===== src/rtl/qspi_slave_bridge.sv =====
// qspi_slave_bridge: QSPI (SPI mode 0) slave front end, oversampled in the clk
// domain, bridging single/quad read and write commands to a synchronous memory
// port (port A of a dual-port RAM).
// Optional feature: define QSPI_STATUS_CMD_EN to add the 0x05 sticky status read.
module qspi_slave_bridge #(
  parameter int ADDR_W  = 24,
  parameter int DATA_W  = 8,
  parameter int DUMMY   = 4,
  parameter int MEM_LAT = 1
) (
  input  logic              clk,
  input  logic              rst,
  input  logic              qspi_clk,
  input  logic              qspi_cs,
  input  logic [3:0]        io_in,
  output logic [3:0]        io_out,
  output logic [3:0]        io_oe,
  output logic [ADDR_W-1:0] mem_addr,
  output logic [DATA_W-1:0] mem_wdata,
  output logic              mem_we,
  output logic              mem_re,
  input  logic [DATA_W-1:0] mem_rdata,
  output logic              busy
);
  localparam int          SH_W       = (ADDR_W > DATA_W) ? ADDR_W : DATA_W;
  localparam logic [15:0] ADDR_BITS  = 16'(ADDR_W);
  localparam logic [15:0] DATA_BITS  = 16'(DATA_W);
  localparam logic [15:0] DUMMY_LAST = 16'(DUMMY - 1);
  localparam logic [2:0]  LAT        = 3'(MEM_LAT);

  typedef enum logic [2:0] {
    S_IDLE, S_CMD, S_ADDR, S_WDATA, S_DUMMY, S_RDATA, S_IGNORE
  } state_t;

  state_t            state_q, state_d;
  logic [1:0]        sclk_sync, cs_sync;
  logic [3:0]        io_meta, io_s;
  logic              sclk_d, sclk_s, cs_s, rise, fall, shifting;
  logic [SH_W-2:0]   sh_q;
  logic [SH_W-1:0]   sh_next;
  logic [15:0]       cnt_q, cnt_inc, out_cnt_q, out_inc, step;
  logic              quad_q, write_q, stat_q;
  logic [ADDR_W-1:0] addr_q;
  logic [DATA_W-1:0] rd_buf_q, sh_out_q, out_word, status_word;
  logic [2:0]        lat_q;
  logic [7:0]        cmd_byte;
  logic              dec_known, dec_write, dec_quad, dec_stat;
  logic              cmd_done, addr_done, word_done, dummy_done, out_last;

  // Two-flop synchronisers for the pads plus one delayed SCLK for edge detect.
  // SCLK and IO share the same latency, so IO is aligned with the detected rise.
  always_ff @(posedge clk or posedge rst) begin
    if (rst) begin
      sclk_sync <= 2'b00;
      cs_sync   <= 2'b11;
      io_meta   <= 4'h0;
      io_s      <= 4'h0;
      sclk_d    <= 1'b0;
    end else begin
      // NOTE: non-blocking assignments in clocked blocks so every flop samples
      // the pre-edge value of its neighbours, independent of statement order.
      sclk_sync <= {sclk_sync[0], qspi_clk};
      cs_sync   <= {cs_sync[0], qspi_cs};
      io_meta   <= io_in;
      io_s      <= io_meta;
      sclk_d    <= sclk_sync[1];
    end
  end

  assign sclk_s    = sclk_sync[1];
  assign cs_s      = cs_sync[1];
  assign rise      = sclk_s & ~sclk_d;
  assign fall      = ~sclk_s & sclk_d;
  assign busy      = ~cs_s;
  assign mem_addr  = addr_q;
  assign io_oe     = (state_q == S_RDATA) ? (quad_q ? 4'hF : 4'h2) : 4'h0;

  assign shifting   = (state_q == S_CMD) || (state_q == S_ADDR) || (state_q == S_WDATA);
  assign step       = quad_q ? 16'd4 : 16'd1;
  assign cnt_inc    = cnt_q + step;
  assign out_inc    = out_cnt_q + step;
  assign sh_next    = quad_q ? {sh_q[SH_W-5:0], io_s} : {sh_q, io_s[0]};
  assign cmd_byte   = {sh_q[6:0], io_s[0]};
  assign cmd_done   = rise && (state_q == S_CMD)   && (cnt_q == 16'd7);
  assign addr_done  = rise && (state_q == S_ADDR)  && (cnt_inc == ADDR_BITS);
  assign word_done  = rise && (state_q == S_WDATA) && (cnt_inc == DATA_BITS);
  assign dummy_done = rise && (state_q == S_DUMMY) && (cnt_q == DUMMY_LAST);
  assign out_last   = (out_inc == DATA_BITS);
  assign out_word   = (out_cnt_q == 16'd0) ? (stat_q ? status_word : rd_buf_q) : sh_out_q;

  // State register.
  always_ff @(posedge clk or posedge rst) begin
    if (rst) state_q <= S_IDLE;
    else     state_q <= state_d;
  end

  // Command decode and next-state logic; CS high overrides everything.
  always_comb begin
    // NOTE: every combinational output gets a default first so no path can
    // leave it unassigned and infer a latch.
    state_d   = state_q;
    dec_known = 1'b1;
    dec_write = 1'b0;
    dec_quad  = 1'b0;
    dec_stat  = 1'b0;
    case (cmd_byte)
      8'h02:   dec_write = 1'b1;
      8'h32:   begin dec_write = 1'b1; dec_quad = 1'b1; end
      8'h03:   dec_quad  = 1'b0;
      8'h6B:   dec_quad  = 1'b1;
`ifdef QSPI_STATUS_CMD_EN
      8'h05:   dec_stat  = 1'b1;
`endif
      default: dec_known = 1'b0;
    endcase
    case (state_q)
      S_IDLE:  if (!cs_s) state_d = S_CMD;
      S_CMD:   if (cmd_done) state_d = !dec_known ? S_IGNORE : (dec_stat ? S_RDATA : S_ADDR);
      S_ADDR:  if (addr_done) state_d = write_q ? S_WDATA : ((DUMMY == 0) ? S_RDATA : S_DUMMY);
      S_DUMMY: if (dummy_done) state_d = S_RDATA;
      default: state_d = state_q;
    endcase
    if (cs_s) state_d = S_IDLE;
  end

  // Datapath: input shifting, address/word handling, memory strobes, read shifter.
  always_ff @(posedge clk or posedge rst) begin
    if (rst) begin
      sh_q      <= '0;
      cnt_q     <= '0;
      out_cnt_q <= '0;
      quad_q    <= 1'b0;
      write_q   <= 1'b0;
      stat_q    <= 1'b0;
      addr_q    <= '0;
      mem_wdata <= '0;
      mem_we    <= 1'b0;
      mem_re    <= 1'b0;
      lat_q     <= '0;
      rd_buf_q  <= '0;
      sh_out_q  <= '0;
      io_out    <= 4'h0;
    end else begin
      mem_we <= 1'b0;
      mem_re <= 1'b0;
      // The address advances in the clk after each strobe, wrapping naturally.
      if (mem_we || mem_re) addr_q <= addr_q + ADDR_W'(1);
      if (rise && shifting) sh_q <= sh_next[SH_W-2:0];

      if (state_d != state_q)
        cnt_q <= '0;
      else if (rise && (state_q == S_DUMMY))
        cnt_q <= cnt_q + 16'd1;
      else if (rise && shifting)
        cnt_q <= word_done ? '0 : cnt_inc;

      if (state_q == S_IDLE) begin
        quad_q  <= 1'b0;
        write_q <= 1'b0;
        stat_q  <= 1'b0;
      end
      if (cmd_done) begin
        quad_q  <= dec_quad;
        write_q <= dec_write;
        stat_q  <= dec_stat;
      end
      if (addr_done) begin
        addr_q <= sh_next[ADDR_W-1:0];
        mem_re <= !write_q;
      end
      // A word completing in the same sample as CS rising is still written.
      if (word_done) begin
        mem_wdata <= sh_next[DATA_W-1:0];
        mem_we    <= 1'b1;
      end

      if (mem_re)            lat_q <= LAT;
      else if (lat_q != 3'd0) lat_q <= lat_q - 3'd1;
      if (lat_q == 3'd1)     rd_buf_q <= mem_rdata;

      // Each word start loads the prefetched data and requests the next word.
      if (state_q != S_RDATA) begin
        out_cnt_q <= '0;
        io_out    <= 4'h0;
      end else if (fall) begin
        io_out    <= quad_q ? out_word[DATA_W-1 -: 4] : {2'b00, out_word[DATA_W-1], 1'b0};
        sh_out_q  <= quad_q ? (out_word << 4) : (out_word << 1);
        out_cnt_q <= out_last ? '0 : out_inc;
        if ((out_cnt_q == 16'd0) && !stat_q) mem_re <= 1'b1;
      end
    end
  end

`ifdef QSPI_STATUS_CMD_EN
  logic sticky_abort, sticky_badcmd;

  assign status_word = {sticky_abort, sticky_badcmd, {(DATA_W-2){1'b0}}};

  // Sticky error flags, cleared once a full status word has been shifted out.
  always_ff @(posedge clk or posedge rst) begin
    if (rst) begin
      sticky_abort  <= 1'b0;
      sticky_badcmd <= 1'b0;
    end else begin
      if (stat_q && (state_q == S_RDATA) && fall && out_last) begin
        sticky_abort  <= 1'b0;
        sticky_badcmd <= 1'b0;
      end
      if ((state_q == S_WDATA) && cs_s && !word_done && ((cnt_q != 16'd0) || rise))
        sticky_abort <= 1'b1;
      if (cmd_done && !dec_known)
        sticky_badcmd <= 1'b1;
    end
  end
`else
  assign status_word = '0;
`endif

endmodule


===== config.mk =====
export PLATFORM = sky130hd
export DESIGN_NAME = qspi_slave_bridge
export DESIGN_NICKNAME = d
export VERILOG_FILES = /design/src/rtl/qspi_slave_bridge.sv
export SDC_FILE = /design/constraint.sdc
export NUM_CORES = 1
export LEC_CHECK = 0
export BUFFER_PORTS_ARGS = -buffer_cell sky130_fd_sc_hd__buf_4
export CAP_MARGIN = 25
export CORE_ASPECT_RATIO = 0.7
export CORE_MARGIN = 3
export CORE_UTILIZATION = 55
export CTS_CLUSTER_DIAMETER = 30
export DETAILED_ROUTE_END_ITERATION = 8
export PLACE_DENSITY = 0.85
export SETUP_SLACK_MARGIN = 0.5
export SYNTH_ARGS = -nofsm -noshare
export SYNTH_HDL_FRONTEND = slang
export SYNTH_SLANG_ARGS = --single-unit

===== constraint.sdc =====
create_clock -name clk -period 8 [get_ports clk]
set_input_delay 0.8 -clock clk [delete_from_list [all_inputs] [get_ports clk]]
set_output_delay 0.8 -clock clk [all_outputs]
set_load 0.1 [all_outputs]

==> results.py, run 1 <==
metrics = {
    "die": {
        "rows": 33,
        "io_pins": 59,
        "initial_utilization_pct": 58.2,
        "die_area_um2": 14200,
        "die_y_um": 101,
        "die_x_um": 141,
        "coreArea_um2": 12100,
    },
    "detailed_routing": {
        "drc": 0,
        "firstDrtPassIters": 5,
        "vias": 5995,
        "routed_wl_um": 17600,
        "drt_iter0_markers": 564,
        "wire_per_inst_um": 18.2,
        "drt-vias-per-instance": 6.21,
        "ant_nets": 0,
    },
    "grt": {
        "grt_pass1_wl_um": 29600,
        "antenna_found_initial": 0,
        "overflow": 0,
        "grt_usage_pct": 25.7,
        "grt_max_degree": 89,
        "grt_pass1_vias": 5868,
    },
    "power_and_ir_drop": {
        "p_leak_nw": 3.59,
        "max-vdd-ir-drop_mv": 0.157,
        "powerDensity_nw_per_um2": 212,
    },
    "sta": {
        "skew_ns": 0.0154,
        "max-slew-margin-rel_pct": 42.7,
        "tightest_slew_ns": 0.856,
        "maxSlewViolCount": 0,
        "tns_ns": 0,
        "finalCriticalPeriod_ns": 4.09,
        "hold_ws_ns": 0.358,
        "setup_viol": 0,
        "fin_ws_ns": 3.91,
        "rsz0062_at_grt": "no",
        "final_hold_viol_count": 0,
        "clock.fmax_mhz": 245,
        "fin_crit_sh_pct": 51.1,
    },
    "clocking": {
        "htreeDepth": 4,
        "cts.sinks": 129,
        "cts_hold_buf": 0,
        "root_buffer": "clkbuf_16",
        "clock_path_buffers": 2,
        "cts_tree": "done",
        "clk_latency_ns": 0.43,
        "cts_setup_buffers": 0,
        "postCtsResizedCells": 0,
        "cts_buffers": 17,
        "clk_pin_slew_ns": 0.06,
    },
    "cells_and_area": {
        "regArea_um2": 3230,
        "layout.nets": 822,
        "drive_gt1_share_pct": 17.0,
        "layout_common_cells": "dfrtp_1, nand2_1, nor2_1, buf_4, o21ai_0",
        "multi_input_area_um2": 3490,
        "final_common_cell": "dfrtp_1",
        "syn_to_final_growth_pct": 15.1,
        "antenna_cells": 0,
        "num-fill-cells": 893,
    },
    "placement": {
        "dp_slack_ns": 4.07,
        "gp_congestion": 0.956,
        "hpwl_um": 11700,
        "io_buffers": 58,
    },
    "hold_path": {
        "hp-class": "flop to flop",
    },
    "run": {
        "maxCapViolCount": 0,
    },
    "critical_path": {
        "worstSetupPathType": "flop to flop",
        "cp.required_ns": 8.26,
        "start_kind": "flop",
        "arrival_ns": 4.35,
        "worstSetupEndpointType": "flop",
        "critical_path.max_fanout": 34,
    },
    "yosys": {
        "yosys_register_bits": 129,
        "synthFlopType": "dfrtp_1",
        "synth.net_count": 786,
        "syn_inst": 759,
        "synth_cell_types": 71,
        "syn_area_per_cell_um2": 9.27,
        "ys_seq_area_share_pct": 45.9,
        "yosysWarnings": 0,
        "async_flop_share_pct": 100,
        "synth_enable_flop_cells": 0,
        "syn_area_um2": 7040,
    },
    "outcome": {
        "status": "finished, final reports clean",
    },
}
==> logic make-up (layout without fill, tap and decap cells) <==
group                    count (synthesis)  in the layout  synth area share (%)
flip-flops                             129            129                  45.9
AO/OA/AOI/OAI                          144            144                  13.1
multiplexers                            40             40                  5.85
AND/OR/NAND/NOR                        320            320                  22.3
buffers and inverters                   64            113                  4.59
adder cells (fa/ha/maj)                 11             11                  1.96
XOR/XNOR                                51             51                  6.35
==> layout make-up <==
type	instances	share of cell area, %
tap	157	2.42
inverter	15	0.726
sequential	129	39.9
timing repair buffer	66	6.36
clock inverter	14	2.08
multi-input combinational	566	43.1
clock buffer	18	5.42
==> Yosys cell counts (all sizes together), types with 9 or more instances <==
cell type,count,area (um2)
o21ai,51,259
nand2,93,349
and2,10,62.6
nor3,27,145
nor2,89,339
clkbuf,32,130
nand3,25,130
ha,11,138
mux2i,31,310
xor2,22,193
nor4,11,87.6
mux2,9,101
inv,15,56.3
nand4,16,100
a21oi,42,214
xnor2,29,254
dfrtp,127,3180
buf,17,136
or3,10,62.6
==> sequential cells by signal (all words and copies together) (netlist names) <==
register and count:
quad_q 1, mem_addr 24, io_out 4, state_q 3, sh_q 23, io_s 4, io_meta 4, lat_q 3
out_cnt_q 16, cnt_q 16, sclk_d 1, cs_sync 2, write_q 1, mem_wdata 8, sh_out_q 7, mem_re 1
rd_buf_q 8, sclk_sync 2, mem_we 1
==> worst max-delay path, cell delays in order, from the launching register on <==
cell,delay (ns)
dfrtp_1,0.32
buf_4,0.43
inv_1,0.28
ha_1,0.32
ha_1,0.32
or4_1,0.42
nor4_2,0.21
nand4_1,0.13
nor2_1,0.15
nand4b_1,0.69
a311oi_1,0.53
a311oi_1,0.10
==> worst paths after layout <==
kind / depth (start not counted) / slack [ns] / endpoint / startpoint
max in group asynchronous: 4 / 6.45 / cs_sync[1] / rst
max reg2reg: 11 / 3.91 / cnt_q[3] / quad_q
min in group asynchronous: 2 / 0.43 / out_cnt_q[9] / rst
max: 11 / 3.91 / cnt_q[3] / quad_q
min reg2reg: 0 / 0.36 / io_s[0] / io_meta[0]
min: 0 / 0.36 / io_s[0] / io_meta[0]
==> power breakdown <==
group / switching, mW / internal [mW] / total, mW / leakage, nW
combinational: 0.0986 / 0.0773 / 0.176 / 1.56
clock: 0.328 / 0.479 / 0.806 / 0.290
sequential: 0.0416 / 0.697 / 0.739 / 1.74
total: 0.468 / 1.25 / 1.72 / 3.59
==> routing by layer <==
layer  track usage (%)  vias to the layer above  routed length (um)
met2              41.3                      233                8370
met4              8.12                        0                 349
met3              4.74                       40                1030
met1              35.9                     2985                7850
li1                  -                     2737                   -
met5                 0                        -                   0
==> stage by stage <==
step | std cells | total power, mW | instance area [um2] | util (%)
floorplan | 759 | 0.869 | 7040 | -
global placement | 932 | 0.905 | 7470 | 61.7
detailed placement | 932 | 0.919 | 7470 | 61.7
CTS | 964 | 1.72 | 8070 | 66.7
global route | 965 | 1.78 | 8100 | 67.0
finish | 965 | 1.72 | 8100 | 67.0
No activity file was read; power rests on OpenSTA's default activity.
==> run 2: changes to the inputs <==
--- a/config.mk
+++ b/config.mk
@@ -9,10 +9,10 @@
 export CAP_MARGIN = 25
 export CORE_ASPECT_RATIO = 0.7
 export CORE_MARGIN = 3
-export CORE_UTILIZATION = 55
+export CORE_UTILIZATION = 54
 export CTS_CLUSTER_DIAMETER = 30
 export DETAILED_ROUTE_END_ITERATION = 8
-export PLACE_DENSITY = 0.85
+export PLACE_DENSITY = 0.87
 export SETUP_SLACK_MARGIN = 0.5
 export SYNTH_ARGS = -nofsm -noshare
 export SYNTH_HDL_FRONTEND = slang
==> constraint.sdc (replaced) <==
create_clock -name clk -period 3.5 [get_ports clk]
set_input_delay 0.35 -clock clk [delete_from_list [all_inputs] [get_ports clk]]
set_output_delay 0.35 -clock clk [all_outputs]
set_load 0.1 [all_outputs]
==> run 2 against run 1 <==
  * Fmax is 40% higher
  * Register-to-register slack worse by 3.3 ns
  * Non-clock buffer count is 9 higher
  * Routed wire length is 1.4% lower
  * Critical path type unchanged
  * Critical endpoint is now cnt_q[13]
  * Largest power group unchanged
==> results.py, run 2 (synthesis results as in run 1) <==
metrics = {
    "outcome": {
        "status": "finished, final reports clean",
    },
    "detailed_routing": {
        "drt_iter0_markers": 587,
        "drt-vias-per-instance": 6.04,
        "wire_per_inst_um": 17.7,
        "vias": 5922,
        "ant_nets": 0,
        "firstDrtPassIters": 6,
        "drc": 0,
        "routed_wl_um": 17300,
    },
    "power_and_ir_drop": {
        "powerDensity_nw_per_um2": 470,
        "finalPower_mw": 3.86,
        "p_leak_nw": 3.62,
        "max-vdd-ir-drop_mv": 0.351,
    },
    "critical_path": {
        "worstSetupPathType": "flop to flop",
        "max_stage_delay_ns": 0.44,
        "arrival_ns": 3.19,
        "cp_num_buf_inv": 1,
        "cp_slowest_cell": "nor4_4",
        "start_kind": "flop",
        "reg2reg_depth": 10,
        "cp_top_family": "simple AND/OR/NAND/NOR gates",
        "r2r-end": "cnt_q[13]",
        "critical_path.max_fanout": 8,
        "regToRegStartpoint": "quad_q",
        "crit_chain": "inv_1, ha_1, ha_1, or4_1, nor4_2, and4_1, o21ai_2, nor4_4, a22o_4, a311oi_1",
        "cp.required_ns": 3.77,
        "crit_top_cell": "ha_1",
        "reg2reg_slack_ns": 0.58,
        "worstSetupEndpointType": "flop",
    },
    "clocking": {
        "clk_pin_slew_ns": 0.06,
        "clock_path_buffers": 2,
        "clk_latency_ns": 0.42,
        "root_buffer": "clkbuf_16",
        "cts_tree": "done",
        "cts.sinks": 129,
        "cts_buffers": 17,
        "htreeDepth": 4,
    },
    "cells_and_area": {
        "layout_common_cells": "dfrtp_1, nand2_1, nor2_1, buf_4, o21ai_0",
        "syn_to_final_growth_pct": 16.7,
        "antenna_cells": 0,
        "drive_gt1_share_pct": 18.0,
        "multi_input_area_um2": 3540,
        "regArea_um2": 3230,
        "layout.nets": 832,
        "num-fill-cells": 987,
        "final_common_cell": "dfrtp_1",
        "largest_register_ffs": 24,
    },
    "die": {
        "coreArea_um2": 12600,
        "io_pins": 59,
        "die_area_um2": 14500,
        "initial_utilization_pct": 55.9,
        "rows": 34,
        "die_x_um": 142,
        "die_y_um": 102,
    },
    "sta": {
        "fin_crit_sh_pct": 83.5,
        "maxSlewViolCount": 0,
        "tightest_slew_ns": 0.879,
        "final_hold_viol_count": 0,
        "finalCriticalPeriod_ns": 2.92,
        "skew_ns": 0.00760,
        "max-slew-margin-rel_pct": 41.3,
        "tns_ns": 0,
        "rsz0062_at_grt": "no",
        "fin_ws_ns": 0.578,
        "clock.fmax_mhz": 342,
        "setup_viol": 0,
    },
    "grt": {
        "grt_pass1_vias": 5616,
        "grt_max_degree": 67,
        "grt_pass1_wl_um": 28500,
        "antenna_found_initial": 0,
        "overflow": 0,
        "grt_usage_pct": 24.6,
    },
    "placement": {
        "dp_slack_ns": 0.512,
        "io_buffers": 58,
        "gp_congestion": 0.920,
        "hpwl_um": 11300,
    },
    "hold_path": {
        "min_path_cells": 1,
        "hp-start": "io_in[0]",
        "holdPathEnd": "io_meta[0]",
        "hp-class": "primary input to flop",
    },
    "run": {
        "maxCapViolCount": 0,
    },
}
## run 2: layout make-up
cell class / instances / area share, %
multi-input cells: 567 / 43.1
well taps: 162 / 2.47
flip-flops and latches: 129 / 39.3
repair buffers: 75 / 7.21
inverters: 15 / 0.731
clock inverters: 8 / 1.25
clock buffers: 24 / 5.87
## run 2: worst max path at each step
stage / startpoint / endpoint / cells after the start
after global placement: cnt_q[0] / mem_addr[12] / 10
after CTS: cnt_q[0] / mem_wdata[5] / 10
after detailed placement: cnt_q[0] / mem_addr[12] / 10
final: quad_q / cnt_q[13] / 10
after floorplan: quad_q / cnt_q[6] / 12
after global routing: quad_q / cnt_q[8] / 10
## run 2: repair_timing
item                                   in CTS  in global routing
gates cloned                                0                  1
gates resized for setup                     1                 10
pin swaps                                   0                  1
hold buffers                                0                  0
buffers inserted                            0                  4
endpoints found under the hold margin       0                  0
setup endpoints to repair                   1                 37
## run 2: power breakdown
part | switching (mW) | internal [mW]
Combinational | 0.219 | 0.177
Sequential | 0.0964 | 1.59
Clock | 0.664 | 1.11
## run 2: per-stage QoR
stage | hold slack, ns | util, % | std cells | area [um2]
floorplan | 0.331 | - | 759 | 7050
global placement | 0.334 | 59.8 | 943 | 7530
detailed placement | 0.339 | 59.8 | 943 | 7530
CTS | 0.0254 | 64.5 | 975 | 8120
global route | 0.0204 | 65.2 | 980 | 8210
finish | 0.0363 | 65.2 | 980 | 8210
## run 2: metal layers
layer / GRT usage (%) / vias up / part of all wire (%)
met5: 0 / - / 0
met4: 6.36 / 0 / 1.6
met3: 6.56 / 27 / 7.3
met2: 36.4 / 254 / 45
met1: 36.2 / 2879 / 46
li1: - / 2762 / -
==> run 3: changes to the inputs <==
--- a/config.mk
+++ b/config.mk
@@ -5,14 +5,15 @@
 export SDC_FILE = /design/constraint.sdc
 export NUM_CORES = 1
 export LEC_CHECK = 0
+export ABC_AREA = 1
 export BUFFER_PORTS_ARGS = -buffer_cell sky130_fd_sc_hd__buf_4
 export CAP_MARGIN = 25
 export CORE_ASPECT_RATIO = 0.7
 export CORE_MARGIN = 3
-export CORE_UTILIZATION = 54
+export CORE_UTILIZATION = 55
 export CTS_CLUSTER_DIAMETER = 30
 export DETAILED_ROUTE_END_ITERATION = 8
-export PLACE_DENSITY = 0.87
+export PLACE_DENSITY = 0.85
 export SETUP_SLACK_MARGIN = 0.5
 export SYNTH_ARGS = -nofsm -noshare
 export SYNTH_HDL_FRONTEND = slang
==> constraint.sdc (replaced) <==
create_clock -name clk -period 3.06 [get_ports clk]
set_input_delay 0.306 -clock clk [delete_from_list [all_inputs] [get_ports clk]]
set_output_delay 0.306 -clock clk [all_outputs]
set_load 0.1 [all_outputs]
==> run 3 against run 2 <==
  * Sequential share of layout area shrank 7.2 points
  * Critical path depth grew 7
  * Clock-buffer cell count shrank 6
  * Power grew 11%
  * Design area grew 23%
  * Via count grew 38%
  * The flow now finishes with violations (DRC)
  * Fmax grew 4.2%
  * Clock skew grew 0.0022 ns
==> results.py, run 3 <==
metrics = {
    "grt": {
        "grt_pass1_vias": 7022,
        "grt_pass1_wl_um": 35100,
        "grt_usage_pct": 28.2,
        "overflow": 0,
        "antenna_found_initial": 0,
        "grt_max_degree": 48,
    },
    "critical_path": {
        "critical_path.max_fanout": 7,
        "worstSetupPathType": "flop to flop",
        "cp_top_family": "simple AND/OR/NAND/NOR gates",
        "cp.required_ns": 3.36,
        "worstSetupEndpointType": "flop",
        "crit_chain": "inv_2, ha_4, buf_4, nand3_4, nand2_8, nand2_2, o21ai_2, nand3_4, nor2_4, nand4_1, nand2_2, nand2_2, nand2_1, nand2_2, nand3_4, buf_12, nor3_2",
        "cp_slowest_cell": "dfrtp_2",
        "crit_top_cell": "nand2_2",
        "max_stage_delay_ns": 0.45,
        "start_kind": "flop",
        "arrival_ns": 3.11,
        "cp_num_buf_inv": 3,
    },
    "cells_and_area": {
        "utilization_pct": 75.9,
        "final_common_cell": "nand2_1",
        "layout_common_cells": "nand2_1, inv_1, dfrtp_1, buf_4, o21ai_0",
        "drive_gt1_share_pct": 26.3,
        "fin_area_um2": 10100,
        "syn_to_final_growth_pct": 33.0,
        "antenna_cells": 0,
        "largest_register_ffs": 24,
        "instances_no_fill": 1309,
        "layout.nets": 1138,
    },
    "yosys": {
        "synth_enable_flop_cells": 0,
        "synth_area_leaders": "dfrtp_1, nand2_1, inv_1, o21ai_0, nand3_1",
        "synth_cell_types": 46,
        "syn_area_um2": 7590,
        "synth_top_cells_by_count": "nand2_1, inv_1, dfrtp_1, o21ai_0, nor2_1",
        "syn_inst": 998,
        "synthFlopType": "dfrtp_1",
        "yosysTopAreaCellShare_pct": 41.8,
        "yosysMostFrequentCell": "nand2_1",
        "syn_area_per_cell_um2": 7.61,
        "yosys_register_bits": 129,
        "yosysWarnings": 0,
        "synth.largest_area_cell": "dfrtp_1",
        "ys_seq_area_share_pct": 42.5,
        "synth.net_count": 1025,
        "async_flop_share_pct": 100,
    },
    "sta": {
        "setup_viol": 0,
        "hold_ws_ns": 0.0655,
        "max-slew-margin-rel_pct": 39.3,
        "clock.fmax_mhz": 357,
        "skew_ns": 0.00984,
        "rsz0062_at_grt": "yes",
        "final_hold_viol_count": 0,
        "finalCriticalPeriod_ns": 2.80,
        "tns_ns": 0,
        "fin_crit_sh_pct": 91.6,
        "fin_ws_ns": 0.256,
        "tightest_slew_ns": 0.909,
        "maxSlewViolCount": 0,
    },
    "placement": {
        "hpwl_um": 14000,
        "dp_slack_ns": -0.0395,
        "place_area_um2": 8310,
        "io_buffers": 58,
        "dp_cells": 1226,
        "gp_congestion": 0.976,
    },
    "power_and_ir_drop": {
        "powerDensity_nw_per_um2": 424,
        "max-vdd-ir-drop_mv": 0.464,
        "finalPower_mw": 4.28,
        "p_leak_nw": 4.69,
    },
    "die": {
        "die_area_um2": 15300,
        "die_x_um": 146,
        "initial_utilization_pct": 57.0,
        "rows": 35,
        "die_y_um": 104,
        "io_pins": 59,
        "coreArea_um2": 13300,
    },
    "clocking": {
        "clk_latency_ns": 0.43,
        "clk_pin_slew_ns": 0.06,
        "htreeDepth": 4,
        "clock_path_buffers": 2,
        "cts_buffers": 17,
        "cts.sinks": 129,
        "cts_tree": "done",
        "root_buffer": "clkbuf_16",
    },
    "run": {
        "maxCapViolCount": 0,
    },
    "detailed_routing": {
        "drt_iter0_markers": 1464,
        "firstDrtPassIters": 9,
        "routed_wl_um": 26300,
        "drc": 3,
        "vias": 8147,
        "ant_nets": 0,
        "drt-vias-per-instance": 6.22,
        "wire_per_inst_um": 20.1,
    },
    "outcome": {
        "violations": "DRC",
        "status": "finished, violations left",
    },
    "hold_path": {
        "hp-class": "primary input to async pin",
    },
}
-- run 3: cell families (layout without fill, tap and decap cells) --
kind of cell / Yosys count / in the layout / share of synthesized area (%)
multiplexers: 14 / 14 / 1.98
AND/OR/NAND/NOR: 439 / 440 / 27.1
XOR/XNOR: 24 / 24 / 2.77
buffers and inverters: 196 / 321 / 10.1
adder cells (fa/ha/maj): 11 / 11 / 1.81
flip-flops: 129 / 129 / 42.5
AO/OA/AOI/OAI: 185 / 185 / 13.8
-- run 3: repair_timing --
action,in CTS,in global routing
hold buffers,6,0
endpoints found under the hold margin,6,0
endpoints found under the setup margin,50,62
gates resized for setup,54,102
gates cloned,1,8
setup buffers,13,23
pin swaps,19,35
-- run 3: final cells by class --
cell class                 instances  area [um2]
sequential                       129        3240
clock inverter                    14         136
multi-input combinational        674        4200
timing repair buffer             125        1230
fill                             850        3210
clock buffer                      18         439
inverter                         164         619
tap                              185         231
-- run 3: worst register-to-register path, delay by kind of cell (launching register included) --
family                   cells  cell delay (ns)
adder cells (fa/ha/maj)      1             0.15
flip-flops                   1             0.45
AND/OR/NAND/NOR             12             1.45
buffers and inverters        3             0.38
AO/OA/AOI/OAI                1             0.25
-- run 3: final timing paths --
kind                       slack [ns]           to  cells after the start          from
min in group clk                 0.11  rd_buf_q[5]                      2  mem_rdata[5]
hold reg to reg                  0.35      io_s[0]                      0    io_meta[0]
max in group asynchronous        2.25   cs_sync[1]                      3           rst
setup / recovery                 0.26     cnt_q[4]                     17        quad_q
hold / removal                   0.07     lat_q[1]                      2           rst
setup reg to reg                 0.26     cnt_q[4]                     17        quad_q
-- run 3: routing by layer --
metal | global-route usage (%) | share of wire, %
met5 | 0 | 0
met4 | 9.73 | 4.8
met3 | 6.01 | 13
met2 | 43.0 | 45
met1 | 40.1 | 37
-- run 3: where the power goes --
| part | internal (mW) | leakage (nW) | switching [mW] | total [mW] |
|---|---|---|---|---|
| sequential | 1.80 | 1.73 | 0.0687 | 1.87 |
| clock | 1.10 | 0.284 | 0.918 | 2.02 |
| combinational | 0.142 | 2.68 | 0.249 | 0.391 |
